<file path="config.mk">
export PLATFORM = sky130hd
export DESIGN_NAME = timer_ctrl_flat
export DESIGN_NICKNAME = d
export VERILOG_FILES = /design/src/rtl/timer_pkg.sv /design/src/rtl/timer_ctrl_if.sv /design/src/rtl/timer_ctrl.sv /design/src/flat_wrapper.sv
export SDC_FILE = /design/constraint.sdc
export NUM_CORES = 1
export LEC_CHECK = 0
export CELL_PAD_IN_SITES_DETAIL_PLACEMENT = 1
export CELL_PAD_IN_SITES_GLOBAL_PLACEMENT = 2
export CORE_ASPECT_RATIO = 1.2
export CORE_UTILIZATION = 33
export DETAILED_ROUTE_END_ITERATION = 8
export GPL_ROUTABILITY_DRIVEN = 0
export PLACE_DENSITY = 0.82
export SYNTH_ARGS = -nofsm -noshare
export SYNTH_HDL_FRONTEND = slang
export SYNTH_SLANG_ARGS = --single-unit
</file>
<file path="constraint.sdc">
create_clock -name clk -period 5.5 [get_ports clk]
set_clock_uncertainty 0.15 [all_clocks]
set_input_delay 1.1 -clock clk [delete_from_list [all_inputs] [get_ports clk]]
set_output_delay 1.1 -clock clk [all_outputs]
set_load 0.1 [all_outputs]
</file>
<file path="src/rtl/timer_pkg.sv">
// -----------------------------------------------------------------------------
// timer_pkg
// Shared definitions for the countdown-timer controller: FSM state encoding,
// register offsets on the word-addressed peripheral bus, CTRL bit positions,
// mode codes and the debug view of the controller's internal state.
// -----------------------------------------------------------------------------
package timer_pkg;

  // FSM state encoding (2 bits).
  typedef enum logic [1:0] {
    ST_IDLE = 2'd0,
    ST_LOAD = 2'd1,
    ST_CNT  = 2'd2,
    ST_INT  = 2'd3
  } timer_state_e;

  // Register offsets.
  localparam logic [1:0] ADDR_CTRL   = 2'd0;
  localparam logic [1:0] ADDR_PRESET = 2'd1;
  localparam logic [1:0] ADDR_COUNT  = 2'd2;
  localparam logic [1:0] ADDR_RSVD   = 2'd3;

  // CTRL bit positions.
  localparam int CTRL_EN_BIT   = 0;
  localparam int CTRL_MODE_LSB = 1;
  localparam int CTRL_MODE_MSB = 2;
  localparam int CTRL_IM_BIT   = 3;

  // Mode codes. Codes 2 and 3 are not decoded and behave as one-shot.
  localparam logic [1:0] MODE_ONESHOT = 2'd0;
  localparam logic [1:0] MODE_RELOAD  = 2'd1;

  // Debug view of the controller: FSM state plus the raw (unmasked) flag.
  typedef struct packed {
    timer_state_e state;
    logic         irq_flag;
  } timer_dbg_t;

  // Only the exact auto-reload code reloads; everything else is one-shot.
  function automatic logic is_reload(input logic [1:0] mode);
    return (mode == MODE_RELOAD);
  endfunction

endpackage

</file>
<file path="src/rtl/timer_ctrl_if.sv">
// -----------------------------------------------------------------------------
// timer_ctrl_if
// Peripheral-bus connection between the CPU (master) and the timer
// controller (slave).
//   addr  : register select (0=CTRL, 1=PRESET, 2=COUNT, 3=reserved)
//   we    : write strobe
//   wdata : write data
//   rdata : combinational read data for addr
//   irq   : interrupt request towards the CPU interrupt logic
//
// Transfer semantics: there is no valid/ready pair on this bus. A write is a
// single-cycle transfer that happens at every rising clk edge where we=1; the
// slave is always ready. A read is a pure combinational lookup of addr and
// never has a side effect.
// -----------------------------------------------------------------------------
interface timer_ctrl_if #(
  parameter int WIDTH = 32
);
  logic [1:0]       addr;
  logic             we;
  logic [WIDTH-1:0] wdata;
  logic [WIDTH-1:0] rdata;
  logic             irq;

  modport master (
    output addr,
    output we,
    output wdata,
    input  rdata,
    input  irq
  );

  modport slave (
    input  addr,
    input  we,
    input  wdata,
    output rdata,
    output irq
  );
endinterface

</file>
<file path="src/rtl/timer_ctrl.sv">
// -----------------------------------------------------------------------------
// timer_ctrl
// Bus-programmable controller that sequences the CPU countdown timer.
// Holds CTRL / PRESET / COUNT, runs the IDLE -> LOAD -> CNT -> INT sequence
// and raises an interrupt request. Supports one-shot and auto-reload modes.
//
// Ports
//   clk    : system clock, single domain
//   rst    : synchronous, active-high reset
//   bus    : timer_ctrl_if.slave (addr, we, wdata in; rdata, irq out)
//   o_dbg  : FSM state and raw irq flag, for observation only
// -----------------------------------------------------------------------------
module timer_ctrl
  import timer_pkg::*;
#(
  parameter int WIDTH = 32
) (
  input  logic         clk,
  input  logic         rst,
  timer_ctrl_if.slave  bus,
  output timer_dbg_t   o_dbg
);

  // ---------------------------------------------------------------------------
  // Registers
  // ---------------------------------------------------------------------------
  logic             r_en;
  logic [1:0]       r_mode;
  logic             r_im;
  logic [WIDTH-1:0] r_preset;
  logic [WIDTH-1:0] r_count;
  logic             r_irq_flag;
  timer_state_e     r_state;

  // ---------------------------------------------------------------------------
  // Bus decode
  // ---------------------------------------------------------------------------
  logic w_ctrl_wr;
  logic w_preset_wr;
  logic w_force_idle;

  assign w_ctrl_wr   = bus.we && (bus.addr == ADDR_CTRL);
  assign w_preset_wr = bus.we && (bus.addr == ADDR_PRESET);
  // Writing en=0 overrides whatever the FSM would do at this edge.
  assign w_force_idle = w_ctrl_wr && !bus.wdata[CTRL_EN_BIT];

  // ---------------------------------------------------------------------------
  // FSM next-state and datapath controls
  // ---------------------------------------------------------------------------
  timer_state_e w_state_nxt;
  logic         w_load;       // COUNT <= PRESET
  logic         w_dec;        // COUNT <= COUNT - 1
  logic         w_zero;       // COUNT <= 0 on terminal count
  logic         w_flag_set;   // terminal count reached
  logic         w_flag_clr;   // auto-reload drops the flag after one cycle
  logic         w_en_clr;     // one-shot completes and disables itself

  always_comb begin
    w_state_nxt = r_state;
    w_load      = 1'b0;
    w_dec       = 1'b0;
    w_zero      = 1'b0;
    w_flag_set  = 1'b0;
    w_flag_clr  = 1'b0;
    w_en_clr    = 1'b0;

    case (r_state)
      ST_IDLE: begin
        if (r_en) w_state_nxt = ST_LOAD;
      end
      ST_LOAD: begin
        w_load      = 1'b1;
        w_state_nxt = ST_CNT;
      end
      ST_CNT: begin
        if (!r_en) begin
          w_state_nxt = ST_IDLE;
        end else if (r_count <= WIDTH'(1)) begin
          // COUNT=0 (PRESET=0) is treated like COUNT=1, so it saturates.
          w_zero      = 1'b1;
          w_flag_set  = 1'b1;
          w_state_nxt = ST_INT;
        end else begin
          w_dec = 1'b1;
        end
      end
      ST_INT: begin
        if (is_reload(r_mode)) begin
          w_flag_clr  = 1'b1;
          w_state_nxt = ST_LOAD;
        end else begin
          w_en_clr    = 1'b1;
          w_state_nxt = ST_IDLE;
        end
      end
      default: begin
        w_state_nxt = ST_IDLE;
      end
    endcase

    // A CTRL write of en=0 freezes COUNT and parks the FSM in IDLE.
    if (w_force_idle) begin
      w_state_nxt = ST_IDLE;
      w_load      = 1'b0;
      w_dec       = 1'b0;
      w_zero      = 1'b0;
      w_flag_set  = 1'b0;
    end
  end

  // ---------------------------------------------------------------------------
  // State register
  // ---------------------------------------------------------------------------
  always_ff @(posedge clk) begin
    if (rst) begin
      r_state <= ST_IDLE;
    end else begin
      r_state <= w_state_nxt;
    end
  end

  // ---------------------------------------------------------------------------
  // CTRL and PRESET registers
  // ---------------------------------------------------------------------------
  always_ff @(posedge clk) begin
    if (rst) begin
      r_en     <= 1'b0;
      r_mode   <= MODE_ONESHOT;
      r_im     <= 1'b0;
      r_preset <= '0;
    end else begin
      // A bus write to CTRL wins over the FSM's one-shot en clear.
      if (w_ctrl_wr) begin
        r_en   <= bus.wdata[CTRL_EN_BIT];
        r_mode <= bus.wdata[CTRL_MODE_MSB:CTRL_MODE_LSB];
        r_im   <= bus.wdata[CTRL_IM_BIT];
      end else if (w_en_clr) begin
        r_en <= 1'b0;
      end
      // PRESET only reaches COUNT through LOAD, so a write here never
      // disturbs a count already in progress.
      if (w_preset_wr) begin
        r_preset <= bus.wdata;
      end
    end
  end

  // ---------------------------------------------------------------------------
  // COUNT register (not bus-writable)
  // ---------------------------------------------------------------------------
  always_ff @(posedge clk) begin
    if (rst) begin
      r_count <= '0;
    end else if (w_load) begin
      r_count <= r_preset;
    end else if (w_zero) begin
      r_count <= '0;
    end else if (w_dec) begin
      r_count <= r_count - WIDTH'(1);
    end
  end

  // ---------------------------------------------------------------------------
  // Interrupt flag: set has priority over any clear in the same cycle.
  // ---------------------------------------------------------------------------
  always_ff @(posedge clk) begin
    if (rst) begin
      r_irq_flag <= 1'b0;
    end else if (w_flag_set) begin
      r_irq_flag <= 1'b1;
    end else if (w_ctrl_wr || w_flag_clr) begin
      r_irq_flag <= 1'b0;
    end
  end

  // ---------------------------------------------------------------------------
  // Read mux
  // ---------------------------------------------------------------------------
  logic [WIDTH-1:0] w_ctrl_word;
  logic [WIDTH-1:0] w_rdata;

  always_comb begin
    w_ctrl_word                              = '0;
    w_ctrl_word[CTRL_EN_BIT]                 = r_en;
    w_ctrl_word[CTRL_MODE_MSB:CTRL_MODE_LSB] = r_mode;
    w_ctrl_word[CTRL_IM_BIT]                 = r_im;
  end

  always_comb begin
    w_rdata = '0;
    case (bus.addr)
      ADDR_CTRL:   w_rdata = w_ctrl_word;
      ADDR_PRESET: w_rdata = r_preset;
      ADDR_COUNT:  w_rdata = r_count;
      default:     w_rdata = '0;
    endcase
  end

  assign bus.rdata = w_rdata;
  assign bus.irq   = r_irq_flag & r_im;

  assign o_dbg.state    = r_state;
  assign o_dbg.irq_flag = r_irq_flag;

endmodule

</file>
<file path="src/flat_wrapper.sv">
// flat-port wrapper written by rule: the top's interface ports become plain ports
module timer_ctrl_flat import timer_pkg::*;
#(
  parameter int WIDTH = 32
)
  (clk, rst, o_dbg, bus_addr, bus_we, bus_wdata, bus_rdata, bus_irq);
  timer_ctrl_if #(.WIDTH(WIDTH)) bus_i ();
  input  logic clk;
  input  logic rst;
  output timer_dbg_t o_dbg;
  input wire logic [$bits(bus_i.addr)-1:0] bus_addr;
  input wire logic [$bits(bus_i.we)-1:0] bus_we;
  input wire logic [$bits(bus_i.wdata)-1:0] bus_wdata;
  output wire logic [$bits(bus_i.rdata)-1:0] bus_rdata;
  output wire logic [$bits(bus_i.irq)-1:0] bus_irq;
  assign bus_i.addr = bus_addr;
  assign bus_i.we = bus_we;
  assign bus_i.wdata = bus_wdata;
  assign bus_rdata = bus_i.rdata;
  assign bus_irq = bus_i.irq;
  timer_ctrl #(.WIDTH(WIDTH)) u_core (.clk(clk), .rst(rst), .bus(bus_i), .o_dbg(o_dbg));
endmodule
</file>
==> run_results.csv <==
group,metric,value,unit
synthesis,yosys.area_share.xor_xnor,0,%
die,coreArea,11730,um^2
clock_tree,root_buffer,"clkbuf_16",
route,drt_iter0_drc,193,
power,power,1.313,mW
power,pwr-share-clk,42.7,%
clock_tree,cts_tree,"done",
power,power_leakage,1.897,nW
power,internal_power,952.4,uW
route,routedWlPerCell,19.31,um
place,hpwlAfterDp,9366,um
synthesis,synth_top_area_cell,"dfxtp_1",
power,p_comb_share,16.1,%
finish,drive_gt1_share,12.83,%
power,p_per_area,260.4,nW/um^2
die,die_area,12640,um^2
worst_setup_path,crit_path_max_fanout,21,
synthesis,synthSimpleGateAreaFrac,30.59,%
finish,multi_input_area,2412,um^2
timing,whs,0.3247,ns
run,maxCapViolCount,0,
place,placed_area,4760,um^2
place,numPortBuffers,72,
finish,fin_nets,597,
route,vias,4242,
finish,final_util,43.00,%
power,switching_share,27.48,%
finish,regArea,1421,um^2
synthesis,synth_cell_types,63,
timing,setup_slack,1.008,ns
min_path,hold_start,"u_core.r_preset[0]",
timing,rsz0062_at_grt,"false",
clock_tree,clk_latency,0.34,ns
worst_setup_path,worstSetupPathType,"in2out",
finish,nFillCells,1442,
synthesis,synth_top_flop_cell,"dfxtp_1",
die,rows,43,
die,die_h,123.0,um
clock_tree,cts_resized,0,
synthesis,synth_top_family_by_area,"simple AND/OR/NAND/NOR gates",
die,die_x,102.8,um
worst_setup_path,timing.rr.end,"u_core.r_count[30]",
synthesis,synth_enable_flop_cells,0,
worst_setup_path,crit_arrival,3.24,ns
min_path,hold_depth,2,
worst_setup_path,reg2regPathDepth,7,
synthesis,ys_async_sr_fraction,0,%
synthesis,yosysMostFrequentCell,"nand2_1",
synthesis,syn_avg_cell_area,7.892,um^2
power,power_switching,360.9,uW
synthesis,synth_top_area_share,35.31,%
synthesis,synth_adder_area_share,0.6217,%
timing,hold_viol,0,
clock_tree,cts.path.max_buffers,2,
timing,worst_pin_slew,0.9697,ns
route,vias_per_cell,5.908,
place,pre_cts_ws,0.9960,ns
worst_setup_path,rr_startpoint,"u_core.r_count[0]",
grt,gr-total-overflow,0,
clock_tree,hold_buffers,0,
finish,layout.cells.non_filler,718,
route,route.detailed.drc,0,
die,initial_core_util,34.32,%
synthesis,synth-seq-area-share,35.31,%
finish,num_antenna_cells,0,
worst_setup_path,rrSetupSlack,2.54,ns
timing,fin_crit_sh,81.67,%
finish,postLayoutCellArea,5044,um^2
synthesis,ys_ff_latch,71,
clock_tree,post_cts_buffers,0,
min_path,min_to,"u_core.r_preset[0]",
clock_tree,clock_sinks,71,
synthesis,synth.area.top_cells,"dfxtp_1, nand2_1, a22o_1",
timing,fmax,0.2226,GHz
grt,grt_pass1_vias,4393,
timing,setup_viol,0,
timing,tns,0,ns
grt,grt_max_degree,44,
timing,slew_viol_final,0,
synthesis,synthMuxAreaShare,1.741,%
synthesis,ys.warnings.count,0,
finish,syn_to_final_growth,25.30,%
timing,slew_headroom,35.15,%
grt,antenna_found_initial,0,
worst_setup_path,start_kind,"input port",
power,p_seq_share,41.2,%
worst_setup_path,cp_data_required_time,4.25,ns
synthesis,synth_common_cells,"nand2_1, dfxtp_1, a21oi_1, clkbuf_1, a22o_1",
route,ant_nets,0,
min_path,hold_class,"reg2reg",
grt,grt_pass1_wl,22340,um
outcome,status,"complete, no violations",
clock_tree,htreeDepth,3,
die,ios,73,
worst_setup_path,end_kind,"output port",
synthesis,netlist_instances,510,
clock_tree,path_clk_slew,0.06,ns
power,ir_drop,105.2,uV
synthesis,synth_compound_area_share,26.67,%
grt,grt_use_total,23.03,%
timing,fin_crit,4.492,ns
synthesis,syn_area,4025,um^2
route,routed_wl,13860,um
place,dp.cells,704,
route,dr.pass1.iters,4,
synthesis,syn_nets,549,
clock_tree,cts_buffers,9,
-- cell type report --
type                    count  share of cell area [%]
clock buffers              14                   5.631
inverters                   5                  0.3721
multi-input cells         389                   47.83
flip-flops and latches     71                   28.18
well taps                 157                   3.895
repair buffers             82                   14.09
-- power groups by stage --
| stage | registers [mW] | clock network, mW | logic, mW |
|---|---|---|---|
| finish | 0.541 | 0.561 | 0.211 |
| CTS | 0.541 | 0.573 | 0.212 |
| detailed placement | 0.552 | 0 | 0.211 |
| global placement | 0.552 | 0 | 0.208 |
| global route | 0.542 | 0.598 | 0.229 |
| floorplan | 0.548 | 0 | 0.142 |
-- cell families (layout without fill, tap and decap cells) --
family / after synthesis / after routing
DFF: 71 / 71
muxes: 7 / 7
AOI/OAI and AO/OA: 154 / 154
and+or+nand+nor: 226 / 226
adders and majority gates: 2 / 2
buffers and inverters: 50 / 101
-- layer usage --
| layer | routed length, um | track usage [%] | share of wire [%] | vias to the layer above |
|---|---|---|---|---|
| li1 | - | - | - | 2025 |
| met1 | 6055 | 27.33 | 44 | 2112 |
| met2 | 7054 | 40.67 | 51 | 85 |
| met3 | 444 | 3.957 | 3.2 | 20 |
| met4 | 308 | 9.419 | 2.2 | 0 |
| met5 | 0 | 0 | 0 | - |
-- worst max-delay path by stage --
| stage | start | end | cells after the start |
|---|---|---|---|
| 4_1_cts | bus_addr[0] | bus_rdata[2] | 6 |
| 2_1_floorplan | bus_addr[1] | bus_rdata[0] | 3 |
| 5_1_grt | bus_addr[0] | bus_rdata[2] | 6 |
| 6_report | bus_addr[0] | bus_rdata[2] | 6 |
| 3_5_place_dp | bus_addr[0] | bus_rdata[2] | 6 |
| 3_3_place_gp | bus_addr[0] | bus_rdata[3] | 6 |
-- sequential cells by signal (all words and copies together) (netlist names) --
register           cells
u_core.r_count        32
u_core.r_preset       32
u_core.r_mode          2
u_core.r_state         2
u_core.r_en            1
u_core.r_im            1
u_core.r_irq_flag      1
-- placed cells by master (no fill, tap or decap), types with 5 or more instances in the layout --
cell             synthesis  final
a21oi_1                 45     45
a22o_1                  28     28
a22oi_1                 23     23
a31oi_1                 18     18
buf_4                    1     42
clkbuf_16                0      9
clkdlybuf4s50_1          0     39
dfxtp_1                 71     71
inv_1                    5      5
mux2i_1                  7      7
nand2_1                 86     86
nand3_1                 18     18
nand4_1                 11     11
nor2_1                  20     20
nor2b_1                  7      5
nor3_1                   8      8
nor4_1                  11     11
o211ai_1                 6      6
o21ai_0                  7      7
or3_1                    9      9
or4_1                   14     14
-- worst max-delay path, cell delays in order --
cell,delay (ns)
clkdlybuf4s50_1,0.62
nor2b_2,0.60
buf_4,0.41
nand2_1,0.09
o21ai_0,0.09
buf_4,0.32
Power figures use the tool's default switching activity.
